<file path="src/rtl/aes_pkg.sv">
// Shared AES byte/state types, S-box tables and the InvSubBytes engine state encoding.
package aes_pkg;

    typedef logic [7:0]   byte_t;
    typedef logic [127:0] state_t;

    localparam int NUM_BYTES = 16;

    typedef enum logic [1:0] {
        IBS_IDLE = 2'd0,
        IBS_RUN  = 2'd1,
        IBS_DONE = 2'd2
    } ibs_state_e;

    localparam byte_t SBOX_TABLE [256] = '{
        8'h63, 8'h7c, 8'h77, 8'h7b, 8'hf2, 8'h6b, 8'h6f, 8'hc5, 8'h30, 8'h01, 8'h67, 8'h2b, 8'hfe, 8'hd7, 8'hab, 8'h76,
        8'hca, 8'h82, 8'hc9, 8'h7d, 8'hfa, 8'h59, 8'h47, 8'hf0, 8'had, 8'hd4, 8'ha2, 8'haf, 8'h9c, 8'ha4, 8'h72, 8'hc0,
        8'hb7, 8'hfd, 8'h93, 8'h26, 8'h36, 8'h3f, 8'hf7, 8'hcc, 8'h34, 8'ha5, 8'he5, 8'hf1, 8'h71, 8'hd8, 8'h31, 8'h15,
        8'h04, 8'hc7, 8'h23, 8'hc3, 8'h18, 8'h96, 8'h05, 8'h9a, 8'h07, 8'h12, 8'h80, 8'he2, 8'heb, 8'h27, 8'hb2, 8'h75,
        8'h09, 8'h83, 8'h2c, 8'h1a, 8'h1b, 8'h6e, 8'h5a, 8'ha0, 8'h52, 8'h3b, 8'hd6, 8'hb3, 8'h29, 8'he3, 8'h2f, 8'h84,
        8'h53, 8'hd1, 8'h00, 8'hed, 8'h20, 8'hfc, 8'hb1, 8'h5b, 8'h6a, 8'hcb, 8'hbe, 8'h39, 8'h4a, 8'h4c, 8'h58, 8'hcf,
        8'hd0, 8'hef, 8'haa, 8'hfb, 8'h43, 8'h4d, 8'h33, 8'h85, 8'h45, 8'hf9, 8'h02, 8'h7f, 8'h50, 8'h3c, 8'h9f, 8'ha8,
        8'h51, 8'ha3, 8'h40, 8'h8f, 8'h92, 8'h9d, 8'h38, 8'hf5, 8'hbc, 8'hb6, 8'hda, 8'h21, 8'h10, 8'hff, 8'hf3, 8'hd2,
        8'hcd, 8'h0c, 8'h13, 8'hec, 8'h5f, 8'h97, 8'h44, 8'h17, 8'hc4, 8'ha7, 8'h7e, 8'h3d, 8'h64, 8'h5d, 8'h19, 8'h73,
        8'h60, 8'h81, 8'h4f, 8'hdc, 8'h22, 8'h2a, 8'h90, 8'h88, 8'h46, 8'hee, 8'hb8, 8'h14, 8'hde, 8'h5e, 8'h0b, 8'hdb,
        8'he0, 8'h32, 8'h3a, 8'h0a, 8'h49, 8'h06, 8'h24, 8'h5c, 8'hc2, 8'hd3, 8'hac, 8'h62, 8'h91, 8'h95, 8'he4, 8'h79,
        8'he7, 8'hc8, 8'h37, 8'h6d, 8'h8d, 8'hd5, 8'h4e, 8'ha9, 8'h6c, 8'h56, 8'hf4, 8'hea, 8'h65, 8'h7a, 8'hae, 8'h08,
        8'hba, 8'h78, 8'h25, 8'h2e, 8'h1c, 8'ha6, 8'hb4, 8'hc6, 8'he8, 8'hdd, 8'h74, 8'h1f, 8'h4b, 8'hbd, 8'h8b, 8'h8a,
        8'h70, 8'h3e, 8'hb5, 8'h66, 8'h48, 8'h03, 8'hf6, 8'h0e, 8'h61, 8'h35, 8'h57, 8'hb9, 8'h86, 8'hc1, 8'h1d, 8'h9e,
        8'he1, 8'hf8, 8'h98, 8'h11, 8'h69, 8'hd9, 8'h8e, 8'h94, 8'h9b, 8'h1e, 8'h87, 8'he9, 8'hce, 8'h55, 8'h28, 8'hdf,
        8'h8c, 8'ha1, 8'h89, 8'h0d, 8'hbf, 8'he6, 8'h42, 8'h68, 8'h41, 8'h99, 8'h2d, 8'h0f, 8'hb0, 8'h54, 8'hbb, 8'h16
    };

    localparam byte_t INV_SBOX_TABLE [256] = '{
        8'h52, 8'h09, 8'h6a, 8'hd5, 8'h30, 8'h36, 8'ha5, 8'h38, 8'hbf, 8'h40, 8'ha3, 8'h9e, 8'h81, 8'hf3, 8'hd7, 8'hfb,
        8'h7c, 8'he3, 8'h39, 8'h82, 8'h9b, 8'h2f, 8'hff, 8'h87, 8'h34, 8'h8e, 8'h43, 8'h44, 8'hc4, 8'hde, 8'he9, 8'hcb,
        8'h54, 8'h7b, 8'h94, 8'h32, 8'ha6, 8'hc2, 8'h23, 8'h3d, 8'hee, 8'h4c, 8'h95, 8'h0b, 8'h42, 8'hfa, 8'hc3, 8'h4e,
        8'h08, 8'h2e, 8'ha1, 8'h66, 8'h28, 8'hd9, 8'h24, 8'hb2, 8'h76, 8'h5b, 8'ha2, 8'h49, 8'h6d, 8'h8b, 8'hd1, 8'h25,
        8'h72, 8'hf8, 8'hf6, 8'h64, 8'h86, 8'h68, 8'h98, 8'h16, 8'hd4, 8'ha4, 8'h5c, 8'hcc, 8'h5d, 8'h65, 8'hb6, 8'h92,
        8'h6c, 8'h70, 8'h48, 8'h50, 8'hfd, 8'hed, 8'hb9, 8'hda, 8'h5e, 8'h15, 8'h46, 8'h57, 8'ha7, 8'h8d, 8'h9d, 8'h84,
        8'h90, 8'hd8, 8'hab, 8'h00, 8'h8c, 8'hbc, 8'hd3, 8'h0a, 8'hf7, 8'he4, 8'h58, 8'h05, 8'hb8, 8'hb3, 8'h45, 8'h06,
        8'hd0, 8'h2c, 8'h1e, 8'h8f, 8'hca, 8'h3f, 8'h0f, 8'h02, 8'hc1, 8'haf, 8'hbd, 8'h03, 8'h01, 8'h13, 8'h8a, 8'h6b,
        8'h3a, 8'h91, 8'h11, 8'h41, 8'h4f, 8'h67, 8'hdc, 8'hea, 8'h97, 8'hf2, 8'hcf, 8'hce, 8'hf0, 8'hb4, 8'he6, 8'h73,
        8'h96, 8'hac, 8'h74, 8'h22, 8'he7, 8'had, 8'h35, 8'h85, 8'he2, 8'hf9, 8'h37, 8'he8, 8'h1c, 8'h75, 8'hdf, 8'h6e,
        8'h47, 8'hf1, 8'h1a, 8'h71, 8'h1d, 8'h29, 8'hc5, 8'h89, 8'h6f, 8'hb7, 8'h62, 8'h0e, 8'haa, 8'h18, 8'hbe, 8'h1b,
        8'hfc, 8'h56, 8'h3e, 8'h4b, 8'hc6, 8'hd2, 8'h79, 8'h20, 8'h9a, 8'hdb, 8'hc0, 8'hfe, 8'h78, 8'hcd, 8'h5a, 8'hf4,
        8'h1f, 8'hdd, 8'ha8, 8'h33, 8'h88, 8'h07, 8'hc7, 8'h31, 8'hb1, 8'h12, 8'h10, 8'h59, 8'h27, 8'h80, 8'hec, 8'h5f,
        8'h60, 8'h51, 8'h7f, 8'ha9, 8'h19, 8'hb5, 8'h4a, 8'h0d, 8'h2d, 8'he5, 8'h7a, 8'h9f, 8'h93, 8'hc9, 8'h9c, 8'hef,
        8'ha0, 8'he0, 8'h3b, 8'h4d, 8'hae, 8'h2a, 8'hf5, 8'hb0, 8'hc8, 8'heb, 8'hbb, 8'h3c, 8'h83, 8'h53, 8'h99, 8'h61,
        8'h17, 8'h2b, 8'h04, 8'h7e, 8'hba, 8'h77, 8'hd6, 8'h26, 8'he1, 8'h69, 8'h14, 8'h63, 8'h55, 8'h21, 8'h0c, 8'h7d
    };

endpackage

</file>
<file path="src/rtl/inv_sbox.sv">
// Single-byte combinational inverse S-box lookup.
// With INV_SUB_BYTES_FWD_EN defined, a fwd select picks the forward table instead.
module inv_sbox
    import aes_pkg::*;
(
`ifdef INV_SUB_BYTES_FWD_EN
    input  logic       fwd,
`endif
    input  logic [7:0] din,
    output logic [7:0] dout
);

`ifdef INV_SUB_BYTES_FWD_EN
    always_comb begin
        dout = fwd ? SBOX_TABLE[din] : INV_SBOX_TABLE[din];
    end
`else
    always_comb begin
        dout = INV_SBOX_TABLE[din];
    end
`endif

endmodule

</file>
<file path="src/rtl/inv_sub_bytes_seq.sv">
// Iterative AES InvSubBytes engine: LANES shared S-boxes walk the 16 state bytes in 16/LANES steps.
// Optional INV_SUB_BYTES_FWD_EN adds an Encrypt input selecting the forward S-box.
//
//   state    | meaning
//   IBS_IDLE | in_ready=1, waiting for a block
//   IBS_RUN  | substituting LANES bytes per cycle
//   IBS_DONE | out_valid=1, holding result until out_ready
module inv_sub_bytes_seq
    import aes_pkg::*;
#(
    parameter int LANES = 4
) (
    input  logic         clk,
    input  logic         rst_n,
    input  logic         in_valid,
    output logic         in_ready,
    input  logic [127:0] Indata,
`ifdef INV_SUB_BYTES_FWD_EN
    input  logic         Encrypt,
`endif
    output logic         out_valid,
    input  logic         out_ready,
    output logic [127:0] data
);

    localparam int STEPS  = NUM_BYTES / LANES;
    localparam int STEP_W = (STEPS > 1) ? $clog2(STEPS) : 1;
    localparam logic [STEP_W-1:0] LAST_STEP = STEP_W'(STEPS - 1);

    generate
        if (!(LANES == 1 || LANES == 2 || LANES == 4 || LANES == 8 || LANES == 16)) begin : g_bad_lanes
            $error("inv_sub_bytes_seq: LANES must be 1, 2, 4, 8 or 16");
        end
    endgenerate

    ibs_state_e                  state_q, state_d;
    logic [STEP_W-1:0]           step_q;
    byte_t [NUM_BYTES-1:0]       src_q;
    byte_t [NUM_BYTES-1:0]       data_q;
    logic  [3:0]                 lane_idx [LANES];
    byte_t                       lane_out [LANES];
`ifdef INV_SUB_BYTES_FWD_EN
    logic                        enc_q;
`endif

    // Lane l handles byte step*LANES+l, so each step covers a contiguous byte group.
    for (genvar l = 0; l < LANES; l++) begin : g_lane
        assign lane_idx[l] = 4'(int'(step_q) * LANES + l);

        inv_sbox u_sbox (
`ifdef INV_SUB_BYTES_FWD_EN
            .fwd  (enc_q),
`endif
            .din  (src_q[lane_idx[l]]),
            .dout (lane_out[l])
        );
    end

    always_ff @(posedge clk or negedge rst_n) begin
        if (!rst_n) begin
            state_q <= IBS_IDLE;
        end else begin
            state_q <= state_d;
        end
    end

    always_comb begin
        state_d   = state_q;
        in_ready  = 1'b0;
        out_valid = 1'b0;
        case (state_q)
            IBS_IDLE: begin
                in_ready = 1'b1;
                if (in_valid) state_d = IBS_RUN;
            end
            IBS_RUN: begin
                if (step_q == LAST_STEP) state_d = IBS_DONE;
            end
            IBS_DONE: begin
                out_valid = 1'b1;
                if (out_ready) state_d = IBS_IDLE;
            end
            default: state_d = IBS_IDLE;
        endcase
    end

    always_ff @(posedge clk or negedge rst_n) begin
        if (!rst_n) begin
            step_q <= '0;
            src_q  <= '0;
            data_q <= '0;
`ifdef INV_SUB_BYTES_FWD_EN
            enc_q  <= 1'b0;
`endif
        end else begin
            case (state_q)
                IBS_IDLE: begin
                    if (in_valid) begin
                        src_q  <= Indata;
                        step_q <= '0;
`ifdef INV_SUB_BYTES_FWD_EN
                        enc_q  <= Encrypt;
`endif
                    end
                end
                IBS_RUN: begin
                    for (int l = 0; l < LANES; l++) begin
                        data_q[lane_idx[l]] <= lane_out[l];
                    end
                    step_q <= (step_q == LAST_STEP) ? '0 : step_q + STEP_W'(1);
                end
                default: ;
            endcase
        end
    end

    assign data = data_q;

endmodule
</file>
<file path="config.mk">
export PLATFORM = sky130hd
export DESIGN_NAME = inv_sub_bytes_seq
export DESIGN_NICKNAME = d
export VERILOG_FILES = /design/src/rtl/aes_pkg.sv /design/src/rtl/inv_sbox.sv /design/src/rtl/inv_sub_bytes_seq.sv
export SDC_FILE = /design/constraint.sdc
export NUM_CORES = 1
export LEC_CHECK = 0
export CELL_PAD_IN_SITES_DETAIL_PLACEMENT = 1
export CELL_PAD_IN_SITES_GLOBAL_PLACEMENT = 2
export CORE_ASPECT_RATIO = 1.4
export CORE_MARGIN = 2
export CORE_UTILIZATION = 32
export DETAILED_ROUTE_END_ITERATION = 10
export PLACE_DENSITY = 0.75
export SLEW_MARGIN = 20
export SYNTH_ARGS = -nofsm -noshare
export SYNTH_HDL_FRONTEND = slang
export SYNTH_SLANG_ARGS = --single-unit
</file>
<file path="constraint.sdc">
create_clock -name clk -period 4.07 [get_ports clk]
set_input_delay 0.407 -clock clk [delete_from_list [all_inputs] [get_ports clk]]
set_output_delay 0.407 -clock clk [all_outputs]
set_load 0.01 [all_outputs]
</file>
[Yosys cells after proc, flatten, opt, wreduce, memory -nomap -nowiden]
Memory sizes are Yosys's and may differ from the RTL's.
Cells that the tools add are included.
W data, S select, Z words.
Word-level totals
  register bits: 260
  ROM bits: 8192
  output and inout bits: 130
  logic and storage cells: 110
  memories: 4
Operators by class
  add/sub/neg operators: 4
  order comparisons: 12
  equal/unequal tests: 6
  multiplexer cells: 37
  bitwise operators: 4
  reductions and logical operators: 9
Memory list
  (no name shown): depth 256, width 8, rd ports 1, clocked after memory_dff 0, write ports 0, RTL line inv_sbox.sv:19  | dout = INV_SBOX_TABLE[din];
  (no name shown): depth 256, width 8, rd ports 1, clocked after memory_dff 0, write ports 0, RTL line inv_sbox.sv:19
  (no name shown): depth 256, width 8, rd ports 1, clocked after memory_dff 0, write ports 0, RTL line inv_sbox.sv:19
  (no name shown): depth 256, width 8, rd ports 1, clocked after memory_dff 0, write ports 0, RTL line inv_sbox.sv:19
Operators with widths (number)
  $bwmux W128: 4
  $mux W8: 16
  $bmux W8 S4: 3
  $demux W8 S4: 3
  $ge A9 B9 Y1 const B: 4
  $not A8 Y9: 4
  $lt A4 B5 Y1 const B: 4
  $bmux W8 S2: 1
  $demux W8 S2: 1
  $ge A4 B1 Y1 const B: 4
  $mux W2: 5
  $add A4 B2 Y4 const B: 2
  $ne A2 B2 Y1 const B: 3
  $pmux W2 S3: 1
  $add A4 B1 Y4 const B: 1
  $eq A2 B2 Y1 const B: 2
  $logic_and A1 B1 Y1: 4
  $pmux W2 S2: 1
  $reduce_and A2 Y1: 2
  $reduce_and A3 Y1: 1
  $add A2 B1 Y2 const B: 1
  $eq A2 B1 Y1 const B: 1
  $logic_not A2 Y1: 1
  $mux W1: 2
  $reduce_bool A2 Y1: 1

[Depth between registers and ports, before layout]
Gate-level depths: netlist of run 1.
  depth after elaboration: 10
  gate-level depth with buffers: 17
  gate-level depth less buffers: 11

[Hierarchy]
A second synthesis of run 1 with hierarchy kept.
Unflattened totals
  cell total of the unflattened synthesis: 2825
  area, all modules: 25259.2 µm²
By module, submodules not included
  inv_sub_bytes_seq: times used 1, cells each 607, area an instance 11105.7 µm², seq. area each 6506.2 µm²
  inv_sbox (g_lane[2].u_sbox ...): times used 2, cells each 554, area an instance 3575.9 µm², seq. area each 0.0 µm²
  inv_sbox (g_lane[0].u_sbox ...): times used 2, cells each 555, area an instance 3500.9 µm², seq. area each 0.0 µm²

[Least setup slack after synthesis of run 1]
Ideal clock, no wire load.
  kind: register -> register
  start: reg step_q[0]
  end: reg data_q, in the netlist data[64]
  setup time: 140 ps
  arrival: 3881 ps
  data required time: 3930 ps
  slack: 49 ps
  cell stages (with the launch flop): 16
  clock period less this slack: 4021 ps
  cell sequence: dfrtp_1 -> buf_6 -> buf_12 -> mux4_2 -> clkbuf_1 -> clkbuf_1 -> inv_1 -> ha_1 -> clkbuf_1 -> clkinv_1 -> nand2_1 -> a21oi_1 -> o41ai_1 -> o21ai_0 -> o311ai_1 -> o21ai_0
Between the ends
  longest elaborated chain between the ends: 10
  elaborated cells between the ends (all ways): 51
  those cells by class: 3 x add/sub; 8 x order compare; 28 x mux; 4 x bitwise; 4 x reduce/logical; 4 x memory
RTL lines
  from (decl): RTL line inv_sub_bytes_seq.sv:37  | logic [STEP_W-1:0] step_q;
  from (signal assigned): RTL line inv_sub_bytes_seq.sv:110  | step_q <= (step_q == LAST_STEP) ? '0 : step_q + STEP_W'(1);
  $add A4 B1 Y4 or $bmux W8 S2 (tied branches): RTL line inv_sub_bytes_seq.sv:48, inv_sub_bytes_seq.sv:54
  $bmux W8 S4 or $mux W8 (tied branches): RTL line inv_sub_bytes_seq.sv:54  | .din (src_q[lane_idx[l]]),
  $mux W8 (implied by the code) or $not A8 Y9 (tied branches): RTL line inv_sub_bytes_seq.sv:54, inv_sbox.sv:19
  $not A8 Y9 (implied by the code) or $mem_v2 Z256 W8 (tied branches)
  $mem_v2 Z256 W8 or $mux W8 (tied branches)
  $mux W8 (implied by the code): RTL line inv_sbox.sv:19
  $mux W8 (implied by the code) or $bwmux W128 (tied branches): RTL line inv_sbox.sv:19, inv_sub_bytes_seq.sv:108
  $bwmux W128 (2 in series): RTL line inv_sub_bytes_seq.sv:108  | data_q[lane_idx[l]] <= lane_out[l];
  $bwmux W128 *: RTL line inv_sub_bytes_seq.sv:108
  to (signal, indexed assignment): RTL line inv_sub_bytes_seq.sv:108
  to (decl): RTL line inv_sub_bytes_seq.sv:39  | byte_t [NUM_BYTES-1:0] data_q;
Every way passes the cells marked *; elsewhere a longest branch is shown, timed or not. The select of a mux whose other input is x is not followed.
A chain may end at the register's enable or synchronous reset.

[Worst setup path after layout of run 1]
  start: reg step_q[0]
  end: reg data_q, in the netlist data[110]
The elaborated chain is that of the path after synthesis.

==> metrics.txt, run 1 <==
outcome=finished, final reports clean; router iterations before antenna repair=6; Num CTS Buffers=31; Worst Path Arrival=4.56 ns; Final GP Congestion=1.08; unique cell type count in the Yosys netlist=100; Setup CP Type=flip-flop to flip-flop; Die H=335 um; PortBufs=261; # fillers=9124; clock-pin slew on the worst setup and hold paths=0.06 ns; Post-Syn Area per Cell=8.34 um2; Synthesized Nets=3224; Async S/R FF share, synth=100%; Synth Register Bits=260; Clk Latency, worst-skew pair=0.62 ns; crit path capture type=flip-flop; die area=80700 um2; Synth top area share=25.9%; largest net degree at the start of global routing=102; Sink Count=260; vias in the first global route=29000; cell count after synthesis=3008; row count=121; initial antenna violation count=3; R2R Path Start=step_q[0]$_DFFE_PN0P_; chip width=241 um; Max Cap Violations=0; period utilization=99.2%; area leader, netlist=dfrtp_1; layout cells sized above 1=18.7%; main flop type after synthesis=dfrtp_1; Setup violations, final=0; worst r2r dst=data[110]$_DFFE_PN0P_; Layout Utilization=39.8%; Routed WL per cell=32.9 um; Setup crit start kind=flip-flop; global-route wire length before repair=206000 um; CP max FO=21; mapped cell area=25100 um2; DRT Wirelength=142000 um; RSZ-0062 raised after global routing=false; IO Count=262; Hold Path Class=input port to async pin; Via density=6.51; # H-tree levels=1; Final Hold Viols=0; Synth area leaders=dfrtp_1 (26%), mux2_2 (7.4%), mux2i_1 (4.7%); Tmin final=4.04 ns; Placed Instances=4264; DR iter-0 viols=3243; synthesis-to-layout area growth=23.2%; CTS tree=built; reg2reg path depth=13; Final Slew Violations=0; Post-synth EDFFs=0; setup TNS=0 ns; Reg2Reg Setup Slack=0.03 ns; critical path required time=4.59 ns; Root Buffer=clkbuf_16; worst relative slew slack=38.6%; Max Fclk=0.248 GHz; core footprint=77700 um2; initial core utilization=32.3%; Clock Skews=0.0230 ns; Yosys Warn Count=0; Max Buffers Root-to-Sink=3; total grt overflow=0; final cell count without fillers=4321; register area share after synthesis=25.9%; Final HPWL DP=106000 um; Worst-Margin Slew=0.921 ns; Tot GR Track Use=34.4%; nets@finish=3472; Vias=28100; Antenna Violating Nets Remaining=0; CP startpoint=step_q[0]$_DFFE_PN0P_; Residual DRC=0
critical path, cell delays in order, from the launching register on:
cell       delay (ns)
dfrtp_4          0.43
buf_12           0.19
mux4_2           0.56
inv_1            0.24
ha_1             0.43
inv_1            0.09
and2_1           0.25
o311ai_1         0.29
o311ai_0         0.23
a2111oi_0        0.59
buf_4            0.22
a31oi_1          0.04
buf_4            0.21
o21ai_1          0.14
synth_stat cells, types with 78 or more instances:
library cell	instances
buf_2	123
a21oi_1	156
mux2_2	166
mux2i_1	117
clkbuf_1	146
nand3_1	79
nand2_1	290
nor2_1	174
o21ai_0	208
dfrtp_1	260
ha_1	84
o211ai_1	78
sequential cells by signal, indices dropped and copies added, names as in the netlist:
register  cells
state_q       2
src_q       128
data        128
step_q        2
metrics by stage:
step / hold WS [ns] / worst slack, ns / area [um2]
after global routing: 0.383 / 0.00383 / 30900
after global placement: 0.461 / -0.0499 / 29800
final: 0.359 / 0.0315 / 30900
after detailed placement: 0.473 / -0.0740 / 29800
after floorplan: 0.111 / 0.0490 / 25100
after CTS: 0.360 / 0.00220 / 30800
layer usage:
metal  routed length (um)  track usage, %  part of all wire, %  vias to the layer above
li1                     -               -                    -                    11900
met1                52300            39.5                   37                    14100
met2                68100            58.4                   48                     1556
met3                 8710            4.60                  6.1                      579
met4                12900            24.6                  9.1                        0
met5                    0               0                    0                        -
layout by cell type, fill, tap and decap left out, types with 75 or more instances in the layout:
| cell type | n |
|---|---|
| nand2_1 | 286 |
| a21oi_1 | 155 |
| dfrtp_1 | 258 |
| nor2_1 | 174 |
| mux2i_1 | 117 |
| buf_4 | 254 |
| ha_1 | 82 |
| nand2b_1 | 75 |
| mux2_2 | 166 |
| o21ai_0 | 205 |
| nand3_1 | 79 |
| clkdlybuf4s50_1 | 260 |
| o211ai_1 | 78 |
| nor3_1 | 77 |
kinds of logic after synthesis:
logic type | after synthesis | synth area share [%]
compound gates | 1041 | 29.3
fa+ha+maj | 84 | 4.19
simple gates | 917 | 17.8
flops | 260 | 25.9
buf+inv | 375 | 7.15
xor+xnor | 14 | 0.489
mux | 317 | 15.1
how the worst max path moves through the flow:
stage / to / cells after the start
finish: data[110]$_DFFE_PN0P_ / 13
CTS: data[99]$_DFFE_PN0P_ / 11
detailed placement: data[70]$_DFFE_PN0P_ / 10
global route: data[48]$_DFFE_PN0P_ / 12
floorplan: data[64]$_DFFE_PN0P_ / 15
global placement: data[15]$_DFFE_PN0P_ / 12
final cells by class:
class                      count  area, um2  share of cell area, %
antenna                        1       2.50                0.00809
clock buffer                  37        838                   2.71
clock inverter                15        185                  0.599
inverter                      49        184                  0.595
multi-input combinational   2374      16900                   54.6
sequential                   260       6510                   21.1
tap                         1045       1310                   4.23
timing repair buffer         540       5000                   16.2
what timing repair did:
| action | in CTS | in global routing |
|---|---|---|
| buffers inserted | 0 | 2 |
| gates resized for setup | 3 | 17 |
| endpoints found under the setup margin | 9 | 36 |
| cloned | 0 | 1 |
| hold buffers | 1 | 0 |
| endpoints found under the hold margin | 98 | 0 |
Power of run 1 is left out: the tool's default activity adds up to more than one toggle a clock period on the data nets, which glitch-free logic cannot reach.
==> run 2, diff against run 1 <==
CORE_UTILIZATION = 33   (was 32)
SYNTH_HIERARCHICAL = 1   (was unset)
==> metrics.txt, run 2 <==
initial core utilization=33.2%; reg2reg path depth=12; most numerous cell in the Yosys netlist=dfrtp_1; Worst-Margin Slew=1.01 ns; Final Hold Viols=0; Residual DRC=0; DRT Wirelength=132000 um; cell count after synthesis=2825; Final HPWL DP=97300 um; setup ws final=0.0719 ns; Async S/R FF share, synth=100%; CP top delay family=simple AND/OR/NAND/NOR gates; Synth area leaders=dfrtp_1 (26%), mux2_2 (6.6%), mux2_4 (5.9%); area leader, netlist=dfrtp_1; PortBufs=261; main flop type after synthesis=dfrtp_1; Setup crit start kind=flip-flop; Synthesized Nets=3041; Hold Startpoint=out_ready; total grt overflow=0; Hold EP=state_q[1]$_DFFE_PN0P_; largest net degree at the start of global routing=109; clock-pin slew on the worst setup and hold paths=0.07 ns; Worst Path Arrival=4.56 ns; RSZ-0062 raised after global routing=false; die area=78800 um2; period utilization=98.2%; vias in the first global route=27500; Worst Path Buf+Inv=3; Routed WL per cell=32.7 um; IO Count=262; worst r2r dst=data[21]$_DFFE_PN0P_; Die H=331 um; Max Cap Violations=0; Clock Skews=0.0194 ns; Post-Syn Area per Cell=8.94 um2; mapped cell area=25300 um2; outcome=finished, final reports clean; worst relative slew slack=32.7%; highest-count cells in the layout ignoring fill and taps=clkdlybuf4s50_1 (260), dfrtp_1 (258), buf_4 (218); Antenna Violating Nets Remaining=0; Sink Count=260; CTS tree=built; Synth top area share=25.8%; setup repair bufs after CTS=0; register area share after synthesis=25.8%; core footprint=76100 um2; Tmin final=4.00 ns; DR iter-0 viols=2531; synthesis-to-layout area growth=21.0%; pre-CTS setup slack=-0.147 ns; # H-tree levels=1; critical path's largest stage delay=0.63 ns; setup TNS=0 ns; global-route wire length before repair=192000 um; Yosys Warn Count=6; slowest stage cell, crit path=mux4_2; Via density=6.49; router iterations before antenna repair=5; Setup CP Type=flip-flop to flip-flop; chip width=238 um; layout cells sized above 1=22.9%; CP max FO=15; Reg2Reg Setup Slack=0.07 ns; critical path required time=4.63 ns; Clk Latency, worst-skew pair=0.62 ns; Max Buffers Root-to-Sink=3; hold depth=2; Final Slew Violations=0; Max Fclk=0.250 GHz; Final GP Congestion=1.03; Setup violations, final=0; Hold Path Class=input port to flip-flop; unique cell type count in the Yosys netlist=93; row count=120; Cell Chain, Critical Path=buf_12 > mux4_2 > inv_1 > buf_4 > ha_1 > nand2b_1 > nand3_1 > a21oi_1 > a211oi_1 > o32ai_2 > nor3_1 > mux2_2; Num CTS Buffers=30; Post-synth EDFFs=0; Synth Register Bits=260; Tot GR Track Use=32.4%; initial antenna violation count=3; # fillers=8720; Synth top cells by count=dfrtp_1 (260), nand2_1 (214), a21oi_1 (171); nets@finish=3268; crit path capture type=flip-flop; Root Buffer=clkbuf_16; R2R Path Start=step_q[0]$_DFFE_PN0P_; Vias=26300; most common cell after layout, fill and taps aside=clkdlybuf4s50_1
-- run 2: stage by stage --
stage	cells	hold slack, ns	cell area (um2)	util, %
final	4054	0.391	30600	40.1
after global routing	4054	0.393	30600	40.1
after CTS	4048	0.356	30400	39.9
after detailed placement	3992	0.490	29200	38.4
after global placement	3992	0.478	29200	38.4
after floorplan	2825	0.111	25300	-
-- run 2: area by class of cell --
cell class	instances	area, um2	area share, %
well taps	976	1220	4.00
clock inverters	19	303	0.991
flip-flops and latches	260	6510	21.3
multi-input cells	2211	16700	54.8
inverters	45	173	0.565
clock buffers	36	845	2.76
repair buffers	504	4740	15.5
diodes	3	7.51	0.0246
-- run 2: how the worst max path moves through the flow --
stage / startpoint / end / slack (ns) / cells after the start
6_report: step_q[0]$_DFFE_PN0P_ / data[21]$_DFFE_PN0P_ / 0.07 / 12
5_1_grt: step_q[0]$_DFFE_PN0P_ / data[40]$_DFFE_PN0P_ / 0.003 / 12
4_1_cts: step_q[0]$_DFFE_PN0P_ / data[90]$_DFFE_PN0P_ / 0.03 / 13
3_5_place_dp: step_q[0]$_DFFE_PN0P_ / data[89]$_DFFE_PN0P_ / -0.15 / 12
3_3_place_gp: step_q[0]$_DFFE_PN0P_ / data[25]$_DFFE_PN0P_ / -0.18 / 12
2_1_floorplan: step_q[0]$_DFFE_PN0P_ / data[122]$_DFFE_PN0P_ / 0.18 / 14
-- run 2: kinds of logic (layout without fill, tap and decap cells) --
family	Yosys count	in the layout	share of synthesized area, %
compound gates	871	871	23.7
xor+xnor	6	6	0.267
fa+ha+maj	84	84	4.16
buf+inv	357	604	8.72
flops	260	260	25.8
mux	340	343	18.7
other cells	0	3	0
simple gates	907	907	18.7
-- run 2: metal layers --
layer  track usage (%)  wire length [um]
met4              21.0             10100
met1              36.9             48700
met2              56.7             65100
met5                 0                 0
met3              4.04              8510
-- run 2: repair_timing --
action,4_1_cts,5_1_grt
endpoints found under the hold margin,105,0
gates cloned,0,3
hold buffers,1,0
pin swaps,0,0
resized for setup,8,21
endpoints found under the setup margin,24,54
-- run 2: worst register-to-register path, cell delays in order, from the launching register on --
cell,delay [ns]
dfrtp_4,0.46
buf_12,0.21
mux4_2,0.65
inv_1,0.13
buf_4,0.17
ha_1,0.45
nand2b_1,0.24
nand3_1,0.14
a21oi_1,0.08
a211oi_1,0.39
o32ai_2,0.22
nor3_1,0.54
mux2_2,0.27
Power of run 2 is left out for the same reason.
